==> config.mk <==
export PLATFORM = sky130hd
export DESIGN_NAME = uart_tx_arbiter
export DESIGN_NICKNAME = d
export VERILOG_FILES = /design/src/rtl/uart_tx_arbiter.sv
export SDC_FILE = /design/constraint.sdc
export NUM_CORES = 1
export LEC_CHECK = 0
export CAP_MARGIN = 20
export CORE_ASPECT_RATIO = 1.25
export CORE_MARGIN = 4
export CORE_UTILIZATION = 54
export DETAILED_ROUTE_END_ITERATION = 7
export PLACE_DENSITY_LB_ADDON = 0.2
export SYNTH_ARGS = -nofsm -noshare
export SYNTH_HDL_FRONTEND = slang
export SYNTH_SLANG_ARGS = --single-unit
==> constraint.sdc <==
create_clock -name clk -period 3.3 [get_ports clk]
set_clock_uncertainty 0.15 [all_clocks]
set_input_delay 0.495 -clock clk [delete_from_list [all_inputs] [get_ports clk]]
set_output_delay 0.495 -clock clk [all_outputs]
set_load 0.05 [all_outputs]
==> src/rtl/uart_tx_arbiter.sv <==
// uart_tx_arbiter: round-robin arbiter that lends one UART byte transmitter to NUM_REQ sources a whole message at a time
//   clk, rst                 : clock, asynchronous active-high reset
//   reqValid/reqData/reqLast : per-requester byte offer (8-bit lane per requester, last-byte flag)
//   reqReady                 : combinational accept strobe to the current owner
//   grant                    : one-hot transmitter owner, zero when free
//   txStart/txData/txBusy    : byte interface to the UART transmitter
//   timeoutPulse             : owner went silent for IDLE_LIMIT cycles and lost its grant
module uart_tx_arbiter #(
  parameter int          NUM_REQ    = 3,
  parameter int unsigned IDLE_LIMIT = 1000000
) (
  input  logic                   clk,
  input  logic                   rst,
  input  logic [NUM_REQ-1:0]     reqValid,
  input  logic [8*NUM_REQ-1:0]   reqData,
  input  logic [NUM_REQ-1:0]     reqLast,
  output logic [NUM_REQ-1:0]     reqReady,
  output logic [NUM_REQ-1:0]     grant,
  output logic                   txStart,
  output logic [7:0]             txData,
  input  logic                   txBusy,
  output logic                   timeoutPulse
);
  localparam int PW = $clog2(NUM_REQ);
  localparam logic [31:0] LIM = 32'(IDLE_LIMIT);
  typedef enum logic [2:0] {IDLE, ARB, WAIT_BYTE, START, BUSY_HI, BUSY_LO} state_t;
  state_t state, state_n;
  logic [PW-1:0] ptr, ptr_n, next_ptr;
  logic [31:0] idle_cnt, idle_n, idle_inc;
  logic last_flag, last_n, to_n, own_valid, own_last, accept, expire;
  logic [7:0] own_data, data_n;
  logic [NUM_REQ-1:0] grant_n, pick;
  always_ff @(posedge clk or posedge rst)
    if (rst) begin
      state        <= IDLE;
      ptr          <= '0;
      idle_cnt     <= '0;
      last_flag    <= 1'b0;
      grant        <= '0;
      txData       <= 8'h00;
      timeoutPulse <= 1'b0;
    end else begin
      state        <= state_n;
      ptr          <= ptr_n;
      idle_cnt     <= idle_n;
      last_flag    <= last_n;
      grant        <= grant_n;
      txData       <= data_n;
      timeoutPulse <= to_n;
    end
  // Owner lane mux plus the wrap-around search; the lowest distance from ptr is assigned last and wins.
  always_comb begin
    own_valid = 1'b0;
    own_last  = 1'b0;
    own_data  = '0;
    next_ptr  = ptr;
    pick      = '0;
    for (int i = 0; i < NUM_REQ; i++)
      if (grant[i]) begin
        own_valid = reqValid[i];
        own_last  = reqLast[i];
        own_data  = reqData[8*i +: 8];
        next_ptr  = PW'((i + 1) % NUM_REQ);
      end
    for (int d = NUM_REQ - 1; d >= 0; d--)
      for (int i = 0; i < NUM_REQ; i++)
        if (i == (int'(ptr) + d) % NUM_REQ && reqValid[i]) pick = NUM_REQ'(1) << i;
  end
  assign accept   = (state == WAIT_BYTE) && own_valid && !txBusy;
  assign idle_inc = (idle_cnt >= LIM) ? LIM : idle_cnt + 32'd1;
  assign expire   = (state == WAIT_BYTE) && !accept && (idle_inc >= LIM);
  assign reqReady = accept ? grant : '0;
  assign txStart  = (state == START);
  always_comb begin
    state_n = state;
    ptr_n   = ptr;
    idle_n  = idle_cnt;
    last_n  = last_flag;
    grant_n = grant;
    data_n  = txData;
    to_n    = 1'b0;
    case (state)
      IDLE:      state_n = |reqValid ? ARB : IDLE;
      ARB:
        if (|reqValid) begin
          grant_n = pick;
          idle_n  = '0;
          state_n = WAIT_BYTE;
        end else state_n = IDLE;
      WAIT_BYTE:
        if (accept) begin
          data_n  = own_data;
          last_n  = own_last;
          idle_n  = '0;
          state_n = START;
        end else if (expire) begin
          to_n    = 1'b1;
          grant_n = '0;
          ptr_n   = next_ptr;
          idle_n  = idle_inc;
          state_n = IDLE;
        end else idle_n = idle_inc;
      START:     state_n = BUSY_HI;
      BUSY_HI:   state_n = txBusy ? BUSY_LO : BUSY_HI;
      BUSY_LO:
        if (!txBusy) begin
          grant_n = last_flag ? '0 : grant;
          ptr_n   = last_flag ? next_ptr : ptr;
          state_n = last_flag ? IDLE : WAIT_BYTE;
        end
      default:   state_n = IDLE;
    endcase
  end
endmodule

; After elaboration in Yosys (flattened, before gate mapping)
; Cells that the tools add are included.
[op_classes]
n_div = 3
n_mul = 0
n_addsub = 3
shift = 0
eq_ne = 17
n_lt_le_gt_ge = 2
bitwise_logic = 0
mux = 47
reduce_logical = 28
[op_table]
columns = operator, count
row1 = == test 2 x 32 -> 1 bit (first input constant), 3
row2 = == test 3 x 32 -> 1 bit (first input constant), 3
row3 = zero test 32 bit, 3
row4 = 2-to-1 mux 32 bit, 3
row5 = >= comparator 32 x 20 -> 1 bit (second input constant), 2
row6 = remainder unit 32 x 3 -> 32 bit (second input constant), 2
row7 = one-hot mux 32 bit (2 select lines), 1
row8 = 2-to-1 mux 3 bit, 16
row9 = adder 32 x 1 -> 32 bit (second input constant), 1
row10 = remainder unit 3 x 3 -> 32 bit (second input constant), 1
row11 = 2-to-1 mux 8 bit, 3
row12 = 2-to-1 mux 2 bit, 9
row13 = one-hot mux 3 bit (6 select lines), 1
row14 = logical AND 1 bit, 13
row15 = 2-to-1 mux 1 bit, 12
row16 = inequality test 2 bit (second input constant), 5
row17 = one-hot mux 3 bit (3 select lines), 1
row18 = == test 3 x 2 -> 1 bit (second input constant), 2
row19 = == test 3 bit (second input constant), 2
row20 = AND reduction 2 bit, 3
row21 = AND reduction 6 bit, 1
row22 = AND reduction 5 bit, 1
row23 = one-hot mux 2 bit (2 select lines), 1
row24 = nonzero test 2 bit, 2
row25 = 8 further kinds, 9
[totals]
romBits = 0
regBits = 50
word_cells = 107
input_bits = 33
mem_count = 0
ram_bits = 0
latchBits = 0

; Logic depth before layout (Yosys ltp)
; Gate-level depths: netlist of run 1.
[depth]
depth_word = 15
mapped_depth = 9

; Worst setup path after synthesis of run 1
; No wires, ideal clock.
[synth_timing]
kind = register to output
from = register grant[1]
to = output reqReady[0]
path_stages_with_launch = 6
slack_ns = 0.324
t_arrival_ns = 2.331
cell_sequence = dfrtp_1 nand3b_1 a311oi_1 nand2_1 clkbuf_1 nor2_1
[synth_between]
elab_chain_len = 5
[synth_rtl]
columns = element, line_no
row1 = from (decl), 18  ; output logic [NUM_REQ-1:0] grant,
row2 = from (signal assigned), 47  ; grant <= grant_n;
row3 = 2-to-1 mux 1 bit (2 in a row), 59  ; if (grant[i]) begin
row4 = logical AND 1 bit (2 in a row), 69  ; assign accept = (state == WAIT_BYTE) && own_valid && !txBusy;
row5 = 2-to-1 mux 3 bit, 72  ; assign reqReady = accept ? grant : '0;
row6 = to (decl), 17  ; output logic [NUM_REQ-1:0] reqReady,
; Every way passes these cells.

; Worst setup path after layout of run 1
[layout_timing]
from = register idle_cnt[0]
to = register ptr[1]
[layout_between]
elab_chain_len = 6
elab_cells_between_ends = 7
classes_between = add/sub (1) / order compare (2) / eq/ne (1) / mux (1) / reduce/logical (2)
[layout_rtl]
columns = element, line_no
row1 = from (decl), 29  ; logic [31:0] idle_cnt, idle_n, idle_inc;
row2 = from (signal assigned), 45  ; idle_cnt <= idle_n;
row3 = adder 32 x 1 -> 32 bit or >= comparator 32 x 20 -> 1 bit (tied branches), 70  ; assign idle_inc = (idle_cnt >= LIM) ? LIM : idle_cnt + 32'd1;
row4 = 2-to-1 mux 32 bit *, 70
row5 = >= comparator 32 x 20 -> 1 bit *, 71  ; assign expire = (state == WAIT_BYTE) && !accept && (idle_inc >= LIM);
row6 = logical AND 1 bit *, 71
row7 = inequality test 2 bit (no source line) *, --
row8 = AND reduction 5 bit (no source line) *, --
row9 = to (signal assigned), 44  ; ptr <= ptr_n;
row10 = to (decl), 28  ; logic [PW-1:0] ptr, ptr_n, next_ptr;
; Mark *: on every way between the ends. The rest lies on a longest branch, timed or not.
; A chain may end at the register's enable or synchronous reset.

==> results of run 1 <==
[cell type report]
class	instances	area, um2	share of cell area
Tap cell	64	80.1	0.0219
Clock buffer	5	68.8	0.0188
Clock inverter	3	43.8	0.0120
Multi-Input combinational cell	270	1600	0.436
Sequential cell	50	1250	0.342
Timing Repair Buffer	56	571	0.156
Inverter	13	48.8	0.0133
[worst register-to-register path, stage by stage (launching register included)]
cell and delay, ps:
dfrtp_1 460, ha_1 300, or3b_1 380, o32a_1 150, or3_1 310, a211o_1 360
a32o_2 310, o31ai_1 240, o41ai_1 110
[cells by family (layout without fill, tap and decap cells)]
logic type	after synthesis	in the layout	synth area share
buffers and inverters	34	77	0.0461
AO/OA/AOI/OAI	118	118	0.256
AND/OR/NAND/NOR	143	143	0.246
adder cells (fa/ha/maj)	5	5	0.0210
flip-flops	50	50	0.419
XOR/XNOR	4	4	0.0117
[power by group through the flow]
stage / Combinational [mW] / Clock [mW] / Sequential (mW)
CTS: 1.20 / 0.447 / 0.854
detailed placement: 1.20 / 0 / 0.865
global route: 1.33 / 0.469 / 0.874
global placement: 1.18 / 0 / 0.859
floorplan: 0.646 / 0 / 1.02
finish: 1.20 / 0.439 / 0.852
[per-stage QoR]
step	std cells	instance area (um2)	util
2_1_floorplan	354	2990	-
3_3_place_gp	453	3550	0.656
3_5_place_dp	453	3550	0.656
4_1_cts	461	3660	0.677
5_1_grt	461	3660	0.677
6_report	461	3660	0.677
[worst max path at each step]
stage	start	to	slack (ps)	cells past startpoint
final	idle_cnt[0]	ptr[1]	420	8
after global routing	idle_cnt[0]	grant[1]	260	9
after CTS	idle_cnt[0]	grant[2]	440	8
after detailed placement	reqValid[0]	idle_cnt[7]	390	9
after global placement	idle_cnt[0]	grant[2]	500	8
after floorplan	grant[1]	reqReady[0]	320	5
[per-layer routing]
metal	track usage	up-vias	wire, um
li1	-	1375	-
met1	0.287	1377	3050
met2	0.374	112	3600
met3	0.0587	12	493
met4	0.0668	0	112
met5	0	-	0
[placed cells by master (no fill, tap or decap), drive strengths merged, types with 3 or more instances in the layout]
| master | Yosys | final |
|---|---|---|
| nand4 | 8 | 8 |
| nor4 | 5 | 5 |
| xor2 | 4 | 4 |
| nand3 | 8 | 8 |
| o21a | 3 | 3 |
| a211oi | 3 | 3 |
| nand2 | 47 | 47 |
| a21o | 3 | 3 |
| a221o | 9 | 9 |
| a31oi | 4 | 4 |
| or3 | 4 | 4 |
| inv | 13 | 14 |
| o31ai | 5 | 5 |
| clkbuf | 13 | 5 |
| o41ai | 3 | 3 |
| nor3 | 7 | 7 |
| clkdlybuf4s50 | 0 | 45 |
| and2 | 13 | 13 |
| ha | 5 | 5 |
| dfrtp | 50 | 50 |
| or4 | 4 | 4 |
| a21oi | 11 | 11 |
| nor2 | 29 | 29 |
| nand2b | 3 | 3 |
| buf | 8 | 11 |
| and4 | 3 | 3 |
| o21ai | 57 | 57 |
| nor2b | 4 | 4 |
[registers in the layout, summed over array words and instances (netlist names)]
name / count
txData: 8
state: 3
last_flag: 1
idle_cnt: 32
grant: 3
ptr: 2
timeoutPulse: 1
==> flow_summary.ini, run 1 <==
[clock_network]
cts-root-buf = clkbuf_8
clk_pin_slew_ps = 100
clockBufferDepth = 2
cts_tree = yes
ctsHtreeMaxLevel = 2
clock_sinks = 50
post_cts_buffers = 0
ctsResizeCount = 0
numCtsBuffers = 5
clock_latency_ps = 300
postCtsHoldBufs = 0

[critical_path]
critPathSlowestCell = dfrtp_1
arrival_ps = 2920
cp-start-kind = flop
r2r_start = idle_cnt[0]
timing.rr.end = ptr[1]
cp.required_ps = 3340
reg2regPathDepth = 8
path_class = flop to flop
critical_path.top_delay_family = compound AO/OA/AOI/OAI gates
path_buf_inv = 0
reg2reg_slack_ps = 420
endpoint_kind = flop
critPathMaxFanout = 8
slowest_delay_ps = 460
crit_path_cell_trace = ha_1 -> or3b_1 -> o32a_1 -> or3_1 -> a211o_1 -> a32o_2 -> o31ai_1 -> o41ai_1

[grt]
grt_overflow = 0
grt_pass1_vias = 2767
grt_max_degree = 51
grt_pass1_wl_um = 12400
grt_usage = 0.227
antenna_found_initial = 0

[sta]
holdWs_ps = 338
hold_viol_final = 0
setup_viol = 0
grt_setup_unrepaired = false
fin_crit_sh = 0.874
fin_crit_ps = 2880
fin_ws_ps = 416
relSlewSlack = 0.578
drv_slew = 0
worstMarginPinSlew_ps = 633
fmax_mhz = 347
fin_setup_tns_ps = 0

[detailed_routing]
drt_iter0_drc = 333
drtAntennaViolNets = 0
wirelength_um = 7250
wl_per_cell_um = 15.7
num_vias = 2876
dr.pass1.iters = 5
avgViaCountPerCell = 6.24
drc = 0

[logic_synthesis]
synthFlopType = dfrtp_1
synth-seq-cells = 50
syn_inst = 354
synth_area_per_cell_um2 = 8.43
syn_area_um2 = 2990
yosysWarnings = 0
synth_top_area_share = 0.419
synthTopCellsByCount = o21ai_0, dfrtp_1, nand2_1
synth_most_common_cell = o21ai_0
syn_nets = 392
yosysUniqueCellTypes = 50
synth_edf_count = 0
synthTopCellsByArea = dfrtp_1, o21ai_0, nand2_1
yosysSeqAreaShare = 0.419
yosys.area.top_type = dfrtp_1
async_flop_share = 1.00

[placed_design]
hpwlAfterDp_um = 5270
place_ws_ps = 388
place_congestion = 0.880
port_buffers = 48

[die]
rows = 30
die_y_um = 91.1
ioPinCount = 49
core_area_um2 = 5410
dieArea_um2 = 6790
dieWidth_um = 74.5
initial_core_util = 0.552

[outcome]
run_status = finished clean

[hold_path]
hold_path_class = flop to flop
min_path_cells = 1
hold_path_startpoint = idle_cnt[26]
holdPathEnd = idle_cnt[26]

[pwr]
ir_drop_mv = 0.493
total_power_mw = 2.49
p_sw_frac = 0.438
p_int_mw = 1.40
power_leakage_nw = 1.54
p_per_area_nw_per_um2 = 681
seqPwrFrac = 0.342
p_comb_frac = 0.482
power.switching_mw = 1.09
clock_power_share = 0.176

[final_layout]
n_antenna_cell = 0
nets = 434
nFillCells = 424
area_delta_synth_final_pct = 22.6
drive_gt1_frac = 0.0655

[run]
cap_violations = 0
(Power assumes the default switching activity.)
==> run 2: changes to the inputs <==
--- a/config.mk
+++ b/config.mk
@@ -5,6 +5,7 @@
 export SDC_FILE = /design/constraint.sdc
 export NUM_CORES = 1
 export LEC_CHECK = 0
+export ABC_AREA = 0
 export CAP_MARGIN = 20
 export CORE_ASPECT_RATIO = 1.25
 export CORE_MARGIN = 4
==> results of run 2 <==
Same layout as run 1: the final DEF is identical, and so are final timing and power.
==> run 3: changes to the inputs <==
--- a/config.mk
+++ b/config.mk
@@ -6,6 +6,7 @@
 export NUM_CORES = 1
 export LEC_CHECK = 0
 export ABC_AREA = 0
+export ABC_CLOCK_PERIOD_IN_PS = 3300
 export CAP_MARGIN = 20
 export CORE_ASPECT_RATIO = 1.25
 export CORE_MARGIN = 4
==> results of run 3 <==
Same layout as run 1: the final DEF is identical, and so are final timing and power.
